### src/rtl/ps2_pkg.sv
// Shared PS/2 definitions: scan-code constants and the FIFO pop-FSM encoding.
package ps2_pkg;

  localparam logic [7:0] SC_EXT    = 8'hE0;
  localparam logic [7:0] SC_BRK    = 8'hF0;
  localparam logic [7:0] SC_LSHIFT = 8'h12;
  localparam logic [7:0] SC_RSHIFT = 8'h59;
  localparam logic [7:0] SC_CAPS   = 8'h58;

  // Pop handshake states; any later FIFO consumer can reuse this encoding.
  typedef enum logic [1:0] {
    POP_IDLE = 2'd0,
    POP_POP  = 2'd1,
    POP_GAP  = 2'd2
  } pop_state_t;

  // True for either Shift key's final scan code.
  function automatic logic is_shift_code(input logic [7:0] code);
    return (code == SC_LSHIFT) || (code == SC_RSHIFT);
  endfunction

endpackage

### src/rtl/ps2_pop_ctrl.sv
// Receiver-FIFO pop handshake: IDLE -> POP -> GAP -> IDLE, one byte per 3 cycles.
// ready is ignored in POP and GAP so the FIFO status settles after each pop.
module ps2_pop_ctrl
  import ps2_pkg::*;
(
  input  logic       clk,
  input  logic       clr,
  input  logic       ready,
  input  logic [7:0] data,
  output logic       nextdata_n,
  output logic       byte_stb,
  output logic [7:0] rx_byte
);

  pop_state_t state;
  pop_state_t state_next;
  logic       nextdata_n_next;

  // Next-state and strobe decode; the pop strobe is registered from the next state.
  always_comb begin
    // NOTE: every output of this block is defaulted first so no path leaves a latch.
    state_next      = state;
    nextdata_n_next = 1'b1;
    byte_stb        = 1'b0;
    case (state)
      POP_IDLE: begin
        if (ready) begin
          state_next      = POP_POP;
          nextdata_n_next = 1'b0;
        end
      end
      POP_POP: state_next = POP_GAP;
      POP_GAP: begin
        byte_stb   = 1'b1;
        state_next = POP_IDLE;
      end
      default: state_next = POP_IDLE;
    endcase
  end

  // State register and registered pop strobe, so clr forces nextdata_n high at once.
  always_ff @(posedge clk or posedge clr) begin
    // NOTE: sequential state uses non-blocking assignments so all flops update together.
    if (clr) begin
      state      <= POP_IDLE;
      nextdata_n <= 1'b1;
    end else begin
      state      <= state_next;
      nextdata_n <= nextdata_n_next;
    end
  end

  // Capture the FIFO head while the pop strobe is low; it is decoded during GAP.
  always_ff @(posedge clk or posedge clr) begin
    if (clr) begin
      rx_byte <= 8'h00;
    end else if (state == POP_POP) begin
      rx_byte <= data;
    end
  end

endmodule

### src/rtl/ps2_key_parser.sv
// PS/2 scan-code parser: strips E0/F0 prefixes, emits make/break events,
// filters typematic repeats and tracks held key, press count, Shift and Caps Lock.
module ps2_key_parser
  import ps2_pkg::*;
#(
  parameter int CNT_W = 8
) (
  input  logic             clk,
  input  logic             clr,
  input  logic             ready,
  input  logic [7:0]       data,
  input  logic             overflow,
  output logic             nextdata_n,
  output logic             key_valid,
  output logic             key_break,
  output logic [7:0]       key_code,
  output logic             key_ext,
  output logic             key_held,
  output logic [CNT_W-1:0] press_count,
  output logic             shift,
  output logic             caps,
  output logic             err
);

  logic       byte_stb;
  logic [7:0] rx_byte;

  ps2_pop_ctrl u_pop (
    .clk        (clk),
    .clr        (clr),
    .ready      (ready),
    .data       (data),
    .nextdata_n (nextdata_n),
    .byte_stb   (byte_stb),
    .rx_byte    (rx_byte)
  );

  logic       ext_p;
  logic       brk_p;
  logic [7:0] held_code;
  logic       held_ext;

  logic is_final;
  logic same_key;
  logic do_make;
  logic do_break;
  logic is_mod;

  // Classify the byte being decoded this cycle.
  always_comb begin
    is_final = byte_stb && (rx_byte != SC_EXT) && (rx_byte != SC_BRK);
    same_key = key_held && (held_code == rx_byte) && (held_ext == ext_p);
    do_break = is_final && brk_p;
    // A make of the key already held is a typematic repeat and is dropped.
    do_make  = is_final && !brk_p && !same_key;
    is_mod   = !ext_p;
  end

  // Prefix flags; overflow wins so a dropped byte never glues two sequences.
  always_ff @(posedge clk or posedge clr) begin
    if (clr) begin
      ext_p <= 1'b0;
      brk_p <= 1'b0;
    end else if (overflow) begin
      ext_p <= 1'b0;
      brk_p <= 1'b0;
    end else if (byte_stb) begin
      if (rx_byte == SC_EXT) begin
        ext_p <= 1'b1;
      end else if (rx_byte == SC_BRK) begin
        brk_p <= 1'b1;
      end else begin
        ext_p <= 1'b0;
        brk_p <= 1'b0;
      end
    end
  end

  // Event outputs, held-key tracking and press counter.
  always_ff @(posedge clk or posedge clr) begin
    if (clr) begin
      key_valid   <= 1'b0;
      key_break   <= 1'b0;
      key_code    <= 8'h00;
      key_ext     <= 1'b0;
      key_held    <= 1'b0;
      held_code   <= 8'h00;
      held_ext    <= 1'b0;
      press_count <= '0;
    end else begin
      key_valid <= do_make || do_break;
      if (do_make || do_break) begin
        key_break <= do_break;
        key_code  <= rx_byte;
        key_ext   <= ext_p;
      end
      if (do_make) begin
        key_held    <= 1'b1;
        held_code   <= rx_byte;
        held_ext    <= ext_p;
        press_count <= press_count + CNT_W'(1);
      end else if (do_break && same_key) begin
        key_held <= 1'b0;
      end
    end
  end

  // Modifier state (non-extended codes only) and sticky overflow flag.
  always_ff @(posedge clk or posedge clr) begin
    if (clr) begin
      shift <= 1'b0;
      caps  <= 1'b0;
      err   <= 1'b0;
    end else begin
      if ((do_make || do_break) && is_mod && is_shift_code(rx_byte)) begin
        shift <= do_make;
      end
      if (do_make && is_mod && (rx_byte == SC_CAPS)) begin
        caps <= !caps;
      end
      if (overflow) begin
        err <= 1'b1;
      end
    end
  end

endmodule

### config.mk
export PLATFORM = sky130hd
export DESIGN_NAME = ps2_key_parser
export DESIGN_NICKNAME = d
export VERILOG_FILES = /design/src/rtl/ps2_pkg.sv /design/src/rtl/ps2_pop_ctrl.sv /design/src/rtl/ps2_key_parser.sv
export SDC_FILE = /design/constraint.sdc
export NUM_CORES = 1
export LEC_CHECK = 0
export ABC_AREA = 1
export CORE_MARGIN = 8
export CORE_UTILIZATION = 52
export CTS_CLUSTER_SIZE = 14
export DETAILED_ROUTE_END_ITERATION = 8
export GPL_ROUTABILITY_DRIVEN = 0
export PLACE_DENSITY = 0.88
export SLEW_MARGIN = 40
export SYNTH_ARGS = -nofsm -noshare
export SYNTH_HDL_FRONTEND = slang
export SYNTH_SLANG_ARGS = --single-unit
export TNS_END_PERCENT = 20
### constraint.sdc
create_clock -name clk -period 2 [get_ports clk]
set_input_delay 0.6 -clock clk [delete_from_list [all_inputs] [get_ports clk]]
set_output_delay 0.6 -clock clk [all_outputs]
set_load 0.03 [all_outputs]
# --- Word level (Yosys, flattened, before mapping) ---
# Cells that the tools add are included.
# Widths: inputs -> output; s select.
totals:
  ff_bits: 45
  in_bits: 12
  output_inout_bits: 24
  wordCells: 69
classes:
  add_sub_neg: 1
  eq_ne: 14
  mux: 15
  reduce_logical: 23
ops:
  columns: ["operator", "count"]
  rows:
  - ["$eq 8x7->1 const B", 2]
  - ["$eq 8x8->1 const B", 2]
  - ["$ne 8x8->1 const B", 2]
  - ["$mux 1", 13]
  - ["$logic_and 1x1->1", 12]
  - ["$add 8x1->8 const B", 1]
  - ["$eq 8x5->1 const B", 1]
  - ["$eq 8x8->1", 1]
  - ["$logic_not 1->1", 4]
  - ["$ne 2x2->1 const B", 2]
  - ["$pmux 2 s2", 1]
  - ["$reduce_and 2->1", 2]
  - ["$reduce_bool 2->1", 2]
  - ["$ne 3x3->1 const B", 1]
  - ["$eq 2x1->1 const B", 1]
  - ["$eq 2x2->1 const B", 1]
  - ["$logic_not 2->1", 1]
  - ["$logic_or 1x1->1", 2]
  - ["$mux 2", 1]
  - ["$eq 1x1->1", 1]

# --- Longest topological paths before layout ---
# Gate-level depths: netlist of run 1.
logic_depth:
  ltp_word: 9
  mapped_depth: 13
  ltp_nobuf: 12

# --- Cells and area by module ---
# From an unflattened synthesis of run 1, not the netlist that was laid out.
unflattened:
  hier_cells: 248
  hier_area_um2: 2048.2
by_module_without_submodules:
  columns: ["mod", "instances", "cells_each", "area_per_inst_um2"]
  rows:
  - ["ps2_key_parser", 1, 204, 1627.8]
  - ["ps2_pop_ctrl", 1, 44, 420.4]

# --- Least setup slack after synthesis of run 1 ---
# Ideal clock, no wire load.
synth_path:
  path_type: "reg2reg"
  startpoint: "reg key_held"
  endpoint: "reg key_code[1]"
  setup_ps: 127
  arrival_time_ps: 1344
  required_time_ps: 1873
  path_slack_ps: 529
  path_stages_with_launch: 11
  cell_sequence: "dfrtp_1 > nand2_1 > nor2_1 > nand2_1 > nor2_2 > nand2_2 > nand2_4 > nand2_4 > buf_6 > nor2_1 > a21oi_1"
synth_between:
  elab_chain_cells: 5
synth_rtl:
  columns: ["element", "line", "rtl"]
  rows:
  - ["from (decl)", "ps2_key_parser.sv:18", "output logic key_held,"]
  - ["from (signal assigned)", "ps2_key_parser.sv:86", "key_held <= 1'b0;"]
  - ["from (signal assigned)", "ps2_key_parser.sv:98", "key_held <= 1'b1;"]
  - ["from (signal assigned)", "ps2_key_parser.sv:103", "key_held <= 1'b0;"]
  - ["$logic_and 1x1->1 (2 in a row)", "ps2_key_parser.sv:52", "same_key = key_held && (held_code == rx_byte) && (held_ext == ext_p);"]
  - ["$logic_not 1->1", "ps2_key_parser.sv:55", "do_make = is_final && !brk_p && !same_key;"]
  - ["$logic_and 1x1->1", "ps2_key_parser.sv:55", null]
  - ["$logic_or 1x1->1", "ps2_key_parser.sv:92", "if (do_make || do_break) begin"]
  - ["to (signal assigned)", "ps2_key_parser.sv:94", "key_code <= rx_byte;"]
  - ["to (decl)", "ps2_key_parser.sv:16", "output logic [7:0] key_code,"]
# No other way between the ends.
# A chain may end at the register's enable or synchronous reset.

# --- Worst setup path in the final report of run 1 ---
layout_path:
  startpoint: "reg key_held"
  endpoint: "out key_held"
# No word-level cell between the ends.

==> results of run 1 <==
==> Yosys cell counts <==
master	number
sky130_fd_sc_hd__ha_1	1
sky130_fd_sc_hd__o21ai_0	19
sky130_fd_sc_hd__a21oi_1	10
sky130_fd_sc_hd__a22oi_1	1
sky130_fd_sc_hd__nand3b_1	1
sky130_fd_sc_hd__nand2_2	2
sky130_fd_sc_hd__or2_2	2
sky130_fd_sc_hd__nand2_1	62
sky130_fd_sc_hd__xor2_1	2
sky130_fd_sc_hd__nor2_2	2
sky130_fd_sc_hd__nor2_1	22
sky130_fd_sc_hd__dfstp_2	1
sky130_fd_sc_hd__nand4_1	6
sky130_fd_sc_hd__buf_6	3
sky130_fd_sc_hd__xnor2_1	7
sky130_fd_sc_hd__or2_0	1
sky130_fd_sc_hd__inv_2	1
sky130_fd_sc_hd__nor4_1	1
sky130_fd_sc_hd__clkbuf_1	1
sky130_fd_sc_hd__nand3_1	11
sky130_fd_sc_hd__nand3_2	1
sky130_fd_sc_hd__nor2_4	1
sky130_fd_sc_hd__o31ai_1	1
sky130_fd_sc_hd__dfrtp_1	44
sky130_fd_sc_hd__nor3_1	2
sky130_fd_sc_hd__nand2_4	2
sky130_fd_sc_hd__buf_2	2
sky130_fd_sc_hd__inv_1	23
==> worst paths after layout <==
kind	from	to	slack, ps	depth (start not counted)
max	key_held	key_held	30	1
min	press_count[7]	press_count[7]	470	1
max reg2reg	u_pop.rx_byte[0]	caps	230	11
min reg2reg	press_count[7]	press_count[7]	470	1
max in group asynchronous	clr	u_pop.nextdata_n	960	3
min in group asynchronous	clr	held_code[5]	550	2
==> power by group <==
group | leakage, nW | switching (mW) | internal [mW]
sequential | 0.554 | 0.247 | 1.21
clock | 0.0542 | 0.293 | 0.312
combinational | 0.620 | 0.799 | 0.520
total | 1.23 | 1.34 | 2.04
==> cell families (layout without fill, tap and decap cells) <==
kind of cell	count (synthesis)	after routing	synth area share
DFF	45	45	0.554
adders and majority gates	1	1	0.00615
xor gates and xnor gates	9	9	0.0387
AOI/OAI and AO/OA	31	31	0.0787
buffers and inverters	30	73	0.0676
and+or+nand+nor	116	116	0.255
==> area by class of cell <==
cell class                 count  share of cell area
clock buffer                   7              0.0378
timing repair buffer          41               0.156
sequential                    45               0.443
tap                           48              0.0236
clock inverter                 1             0.00196
multi-input combinational    157               0.303
inverter                      24              0.0354
==> per-layer routing <==
layer	track usage	wire length, um
met1	0.172	1860
met2	0.237	2010
met3	0.0444	316
met4	0.0796	96
met5	0	0
==> registers in the layout, indices dropped and copies added, names as in the netlist <==
register          count
held_ext              1
key_code              8
press_count           8
key_ext               1
brk_p                 1
key_held              1
u_pop.nextdata_n      1
u_pop.state           2
caps                  1
ext_p                 1
u_pop.rx_byte         8
shift                 1
held_code             8
key_valid             1
err                   1
key_break             1
==> repair_timing <==
item / CTS / global route
endpoints found under the setup margin: 8 / 0
gates resized for setup: 8 / 0
setup buffers: 0 / 0
==> through the flow <==
stage,util,setup slack [ps]
final,0.686,33.5
after global routing,0.686,0.585
after floorplan,-,342
after detailed placement,0.661,240
after global placement,0.661,242
after CTS,0.686,19.9
==> impl_metrics.prom, run 1 <==
# TYPE chip_impl_metric gauge
chip_impl_info{name="synth_top_cells_by_area",value="sky130_fd_sc_hd__dfrtp_1 (54%), sky130_fd_sc_hd__nand2_1 (11%), sky130_fd_sc_hd__o21ai_0 (4.7%), sky130_fd_sc_hd__inv_1 (4.2%), sky130_fd_sc_hd__nor2_1 (4.1%)"} 1
chip_impl_metric{name="final_min_period_over_clock_period",unit=""} 0.983
chip_impl_metric{name="clock_latency",unit="ps"} 300
chip_impl_metric{name="dp.cells",unit=""} 315
chip_impl_metric{name="power.density_cell_area",unit="nW/um2"} 1330
chip_impl_metric{name="fillers",unit=""} 295
chip_impl_metric{name="max_stage_delay",unit="ps"} 680
chip_impl_metric{name="grt_max_degree",unit=""} 21
chip_impl_metric{name="mapped_nets",unit=""} 245
chip_impl_metric{name="initial_utilization",unit=""} 0.548
chip_impl_metric{name="grt.total_usage",unit=""} 0.147
chip_impl_metric{name="arrival",unit="ps"} 1370
chip_impl_info{name="tritoncts",value="done"} 1
chip_impl_metric{name="critPathRequiredTime",unit="ps"} 1400
chip_impl_metric{name="ratio_of_cells_with_drive_above_1_in_the_final_layout",unit=""} 0.0945
chip_impl_metric{name="post-layout-total-power",unit="mW"} 3.38
chip_impl_info{name="critical_path_start_end_classification",value="reg2out"} 1
chip_impl_metric{name="layout-area-overhead-vs-synth",unit="%"} 25.1
chip_impl_metric{name="postRouteAntennaNets",unit=""} 0
chip_impl_metric{name="io_buffers",unit=""} 35
chip_impl_metric{name="antenna_found_initial",unit=""} 0
chip_impl_metric{name="first_global_vias",unit=""} 1645
chip_impl_metric{name="clkSlewWorstSetupHoldPaths",unit="ps"} 80
chip_impl_metric{name="drt_pass1_iterations",unit=""} 4
chip_impl_metric{name="clock_skews",unit="ps"} 3.90
chip_impl_metric{name="tritoncts_num_sinks",unit=""} 45
chip_impl_metric{name="timing.critical_path.buf_inv",unit=""} 1
chip_impl_metric{name="cts-buffers-inserted",unit=""} 5
chip_impl_info{name="cp-end-kind",value="output port"} 1
chip_impl_metric{name="cts.htree.levels",unit=""} 2
chip_impl_metric{name="timing.final.setup_violations",unit=""} 0
chip_impl_metric{name="ir_worst_vdd",unit="mV"} 0.971
chip_impl_metric{name="synthesized_instance_count",unit=""} 232
chip_impl_info{name="path_cells",value="clkdlybuf4s50_1"} 1
chip_impl_metric{name="area_fraction_of_the_dominant_cell_type_after_synthesis",unit=""} 0.541
chip_impl_metric{name="initialDrtViolationCount",unit=""} 93
chip_impl_metric{name="coreArea",unit="um2"} 3720
chip_impl_metric{name="synth.ff_latch_count",unit=""} 45
chip_impl_metric{name="stdcell_area",unit="um2"} 2550
chip_impl_metric{name="die_area",unit="um2"} 6170
chip_impl_info{name="yosys.area.top_type",value="sky130_fd_sc_hd__dfrtp_1"} 1
chip_impl_metric{name="maxSlewHeadroom",unit=""} 0.699
chip_impl_metric{name="slew_violations",unit=""} 0
chip_impl_info{name="cp_slowest_cell",value="sky130_fd_sc_hd__clkdlybuf4s50_1"} 1
chip_impl_metric{name="drt-wirelength-per-cell",unit="um"} 13.3
chip_impl_metric{name="synthesis.area_per_instance",unit="um2"} 8.77
chip_impl_metric{name="seq_area_frac_synth",unit=""} 0.554
chip_impl_metric{name="post-dp-hpwl",unit="um"} 3170
chip_impl_metric{name="wl",unit="um"} 4280
chip_impl_metric{name="first_pass_grt_wire_length",unit="um"} 7280
chip_impl_metric{name="diodes",unit=""} 0
chip_impl_metric{name="multiInputGateArea",unit="um2"} 771
chip_impl_metric{name="post-route-min-period",unit="ps"} 1970
chip_impl_metric{name="io_pins",unit=""} 36
chip_impl_metric{name="ctsLongestPathBuffers",unit=""} 2
chip_impl_info{name="crit_path_start_kind",value="flip-flop"} 1
chip_impl_info{name="rsz0062_at_grt",value="false"} 1
chip_impl_metric{name="maxCapViolCount",unit=""} 0
chip_impl_info{name="layout_commonest_cell",value="sky130_fd_sc_hd__nand2_1"} 1
chip_impl_metric{name="dpl_cell_area",unit="um2"} 2460
chip_impl_metric{name="final_nets",unit=""} 287
chip_impl_metric{name="rows",unit=""} 22
chip_impl_metric{name="post-route-drc-count",unit=""} 0
chip_impl_metric{name="layout.area.seq",unit="um2"} 1130
chip_impl_metric{name="avgViaCountPerCell",unit=""} 5.15
chip_impl_info{name="layout_common_cells",value="sky130_fd_sc_hd__nand2_1 (62), sky130_fd_sc_hd__dfrtp_1 (44), sky130_fd_sc_hd__clkdlybuf4s50_1 (27)"} 1
chip_impl_info{name="cpLargestDelayFamily",value="buffers and inverters"} 1
chip_impl_metric{name="synth_area",unit="um2"} 2040
chip_impl_metric{name="setup-tns-final",unit="ps"} 0
chip_impl_metric{name="finalHoldViolations",unit=""} 0
chip_impl_metric{name="post_synth_num_cell_types",unit=""} 28
chip_impl_metric{name="max_freq",unit="MHz"} 509
chip_impl_metric{name="cts-hold-fix-buffers",unit=""} 0
chip_impl_metric{name="global_route.overflow_total",unit=""} 0
chip_impl_metric{name="final_cell_count_no_fill",unit=""} 323
chip_impl_metric{name="worstMarginPinSlew",unit="ps"} 447
chip_impl_metric{name="critical_path_peak_fanout",unit=""} 3
chip_impl_metric{name="die_width",unit="um"} 78.6
chip_impl_metric{name="power_leakage",unit="nW"} 1.23
chip_impl_metric{name="hold_slack",unit="ps"} 465
chip_impl_metric{name="yosys_warnings",unit=""} 0
chip_impl_metric{name="die_height",unit="um"} 78.6
chip_impl_info{name="outcome",value="finished, final reports clean"} 1
chip_impl_metric{name="vias",unit=""} 1665
chip_impl_info{name="worst_hold_path_type",value="reg2reg"} 1
chip_impl_info{name="clock_tree.root_cell",value="sky130_fd_sc_hd__clkbuf_8"} 1
Power figures use the tool's default switching activity.
==> inputs of run 2 (changes only) <==
--- a/config.mk
+++ b/config.mk
@@ -11,7 +11,7 @@
 export CTS_CLUSTER_SIZE = 14
 export DETAILED_ROUTE_END_ITERATION = 8
 export GPL_ROUTABILITY_DRIVEN = 0
-export PLACE_DENSITY = 0.88
+export PLACE_DENSITY = 0.86
 export SLEW_MARGIN = 40
 export SYNTH_ARGS = -nofsm -noshare
 export SYNTH_HDL_FRONTEND = slang
==> run 2 against run 1 <==
Non-clock buffer count shrank 2. Count of clock-buffer cells in the layout is the same. Die area is the same. Global-route usage grew 0.40 points. Final area shrank 0.39%. Power grew 2.7%. Clock power grew 16%. Utilization shrank 0.27 points. Highest routed layer unchanged.
==> impl_metrics.prom, run 2 (synthesis results as in run 1) <==
# TYPE chip_impl_metric gauge
chip_impl_info{name="timing.rr.end",value="key_held"} 1
chip_impl_metric{name="timing.reg2reg.setup_slack",unit="ps"} 240
chip_impl_metric{name="initial_utilization",unit=""} 0.548
chip_impl_metric{name="grt.total_usage",unit=""} 0.151
chip_impl_metric{name="max_stage_delay",unit="ps"} 690
chip_impl_metric{name="die_area",unit="um2"} 6170
chip_impl_metric{name="io_buffers",unit=""} 35
chip_impl_metric{name="net-switching-power",unit="mW"} 1.35
chip_impl_metric{name="power_leakage",unit="nW"} 1.22
chip_impl_info{name="layout_common_cells",value="sky130_fd_sc_hd__nand2_1 (62), sky130_fd_sc_hd__dfrtp_1 (44), sky130_fd_sc_hd__clkdlybuf4s50_1 (26)"} 1
chip_impl_metric{name="vias",unit=""} 1634
chip_impl_metric{name="rows",unit=""} 22
chip_impl_metric{name="power.density_cell_area",unit="nW/um2"} 1370
chip_impl_metric{name="finalHoldViolations",unit=""} 0
chip_impl_metric{name="cts.htree.levels",unit=""} 2
chip_impl_metric{name="power_frac_clock",unit=""} 0.202
chip_impl_metric{name="tritoncts_num_sinks",unit=""} 45
chip_impl_metric{name="cts-buffers-inserted",unit=""} 5
chip_impl_metric{name="avgViaCountPerCell",unit=""} 5.09
chip_impl_metric{name="clock_latency",unit="ps"} 300
chip_impl_info{name="cp_slowest_cell",value="sky130_fd_sc_hd__clkdlybuf4s50_1"} 1
chip_impl_metric{name="maxCapViolCount",unit=""} 0
chip_impl_metric{name="drt_pass1_iterations",unit=""} 4
chip_impl_metric{name="drt-wirelength-per-cell",unit="um"} 13.4
chip_impl_metric{name="met1Wirelength",unit="um"} 1970
chip_impl_info{name="worst_hold_path_type",value="reg2reg"} 1
chip_impl_info{name="clock_tree.root_cell",value="sky130_fd_sc_hd__clkbuf_8"} 1
chip_impl_metric{name="timing.critical_path.buf_inv",unit=""} 1
chip_impl_metric{name="worstMarginPinSlew",unit="ps"} 463
chip_impl_metric{name="post-route-drc-count",unit=""} 0
chip_impl_info{name="tritoncts",value="done"} 1
chip_impl_metric{name="coreArea",unit="um2"} 3720
chip_impl_metric{name="pre_cts_slack",unit="ps"} 243
chip_impl_metric{name="maxSlewHeadroom",unit=""} 0.688
chip_impl_info{name="rsz0062_at_grt",value="false"} 1
chip_impl_metric{name="met3_wirelength",unit="um"} 176
chip_impl_metric{name="worst_slack",unit="ps"} 45.7
chip_impl_metric{name="post-route-min-period",unit="ps"} 1950
chip_impl_metric{name="final_nets",unit=""} 285
chip_impl_metric{name="antenna_found_initial",unit=""} 0
chip_impl_metric{name="fillers",unit=""} 302
chip_impl_metric{name="arrival",unit="ps"} 1350
chip_impl_metric{name="max_freq",unit="MHz"} 512
chip_impl_info{name="r2r_start",value="u_pop.rx_byte[1]"} 1
chip_impl_metric{name="cell_internal_pwr",unit="mW"} 2.12
chip_impl_info{name="min_to",value="press_count[7]"} 1
chip_impl_metric{name="ctsLongestPathBuffers",unit=""} 2
chip_impl_info{name="cp-end-kind",value="output port"} 1
chip_impl_metric{name="first_pass_grt_wire_length",unit="um"} 7550
chip_impl_metric{name="slew_violations",unit=""} 0
chip_impl_metric{name="final_cell_count_no_fill",unit=""} 321
chip_impl_info{name="path_cells",value="clkdlybuf4s50_1"} 1
chip_impl_metric{name="post-layout-total-power",unit="mW"} 3.47
chip_impl_metric{name="setup-tns-final",unit="ps"} 0
chip_impl_metric{name="die_width",unit="um"} 78.6
chip_impl_metric{name="critPathRequiredTime",unit="ps"} 1400
chip_impl_metric{name="first_global_vias",unit=""} 1651
chip_impl_metric{name="final_min_period_over_clock_period",unit=""} 0.977
chip_impl_metric{name="reg2regPathDepth",unit=""} 11
chip_impl_metric{name="global_route.overflow_total",unit=""} 0
chip_impl_metric{name="power.share.sequential",unit=""} 0.420
chip_impl_info{name="layout_commonest_cell",value="sky130_fd_sc_hd__nand2_1"} 1
chip_impl_metric{name="whs_path_depth",unit=""} 1
chip_impl_metric{name="wl",unit="um"} 4320
chip_impl_metric{name="timing.final.setup_violations",unit=""} 0
chip_impl_metric{name="dr_wl_met2",unit="um"} 2110
chip_impl_metric{name="dp.cells",unit=""} 313
chip_impl_metric{name="clock_skews",unit="ps"} 5.45
chip_impl_metric{name="die_height",unit="um"} 78.6
chip_impl_info{name="critical_path_start_end_classification",value="reg2out"} 1
chip_impl_metric{name="layout-area-overhead-vs-synth",unit="%"} 24.6
chip_impl_metric{name="ir_worst_vdd",unit="mV"} 1.13
chip_impl_info{name="cpLargestDelayFamily",value="buffers and inverters"} 1
chip_impl_metric{name="sw_frac_of_total",unit=""} 0.389
chip_impl_info{name="outcome",value="finished, final reports clean"} 1
chip_impl_metric{name="cts-hold-fix-buffers",unit=""} 0
chip_impl_metric{name="post-dp-hpwl",unit="um"} 3160
chip_impl_metric{name="critical_path_peak_fanout",unit=""} 2
chip_impl_info{name="highest-signal-layer",value="met4"} 1
chip_impl_metric{name="clkSlewWorstSetupHoldPaths",unit="ps"} 80
chip_impl_metric{name="ratio_of_cells_with_drive_above_1_in_the_final_layout",unit=""} 0.0842
chip_impl_metric{name="grt_max_degree",unit=""} 27
chip_impl_info{name="hold_path.startpoint",value="press_count[7]"} 1
chip_impl_metric{name="postRouteAntennaNets",unit=""} 0
chip_impl_metric{name="diodes",unit=""} 0
chip_impl_metric{name="io_pins",unit=""} 36
chip_impl_metric{name="combinationalPowerShare",unit=""} 0.379
chip_impl_info{name="crit_path_start_kind",value="flip-flop"} 1
chip_impl_metric{name="initialDrtViolationCount",unit=""} 125
run 2: changes by cell type in the layout (fill, tap and decap cells not counted):
cell                              delta
sky130_fd_sc_hd__buf_12              -1
sky130_fd_sc_hd__buf_4               -1
sky130_fd_sc_hd__bufinv_16           +1
sky130_fd_sc_hd__clkbuf_1            +1
sky130_fd_sc_hd__clkbuf_8            -1
sky130_fd_sc_hd__clkdlybuf4s50_1     -1
sky130_fd_sc_hd__clkinv_2            -1
sky130_fd_sc_hd__dlymetal6s2s_1      +1
run 2: how the worst max path moves through the flow:
stage	cells past startpoint	startpoint	slack [ps]	end
after global routing	1	key_ext	8	key_ext
final	1	key_code[2]	50	key_code[2]
after detailed placement	1	u_pop.nextdata_n	240	nextdata_n
after global placement	1	u_pop.nextdata_n	250	nextdata_n
after floorplan	1	clr	340	brk_p
after CTS	1	key_held	20	key_held
run 2: final cells by class:
| cell class | instances | area (um2) | area share |
|---|---|---|---|
| flip-flops and latches | 45 | 1130 | 0.444 |
| multi-input cells | 157 | 771 | 0.304 |
| repair buffers | 39 | 373 | 0.147 |
| inverters | 24 | 90.1 | 0.0355 |
| clock buffers | 7 | 86.3 | 0.0340 |
| well taps | 48 | 60.1 | 0.0237 |
| clock inverters | 1 | 30.0 | 0.0118 |
run 2: power by group through the flow:
stage	sequential, mW	combinational (mW)	clock (mW)
after floorplan	1.70	0.609	0
final	1.45	1.31	0.701
after CTS	1.45	1.33	0.716
after global placement	1.45	1.31	0
after detailed placement	1.46	1.35	0
after global routing	1.49	1.46	0.748
run 2: layer usage:
layer | track usage | vias up
met5 | 0 | -
met4 | 0.0778 | 0
met3 | 0.0285 | 6
met2 | 0.244 | 37
met1 | 0.189 | 775
li1 | - | 816
run 2: what timing repair did:
action,in CTS,in global routing
buffers inserted,0,0
cloned,0,0
pin swaps,0,0
resized for setup,8,1
endpoints found under the hold margin,0,0
setup endpoints to repair,8,1
run 2: metrics by stage:
step / area [um2] / hold WS (ps) / util
2_1_floorplan: 2040 / 467 / -
3_3_place_gp: 2430 / 450 / 0.654
3_5_place_dp: 2430 / 453 / 0.654
4_1_cts: 2530 / 472 / 0.682
5_1_grt: 2540 / 479 / 0.683
6_report: 2540 / 466 / 0.683
==> inputs of run 3 (changes only) <==
--- a/config.mk
+++ b/config.mk
@@ -6,6 +6,7 @@
 export NUM_CORES = 1
 export LEC_CHECK = 0
 export ABC_AREA = 1
+export CAP_MARGIN = 20
 export CORE_MARGIN = 8
 export CORE_UTILIZATION = 52
 export CTS_CLUSTER_SIZE = 14
==> results of run 3 <==
No change in the layout: final DEF, timing and power equal those of run 2.
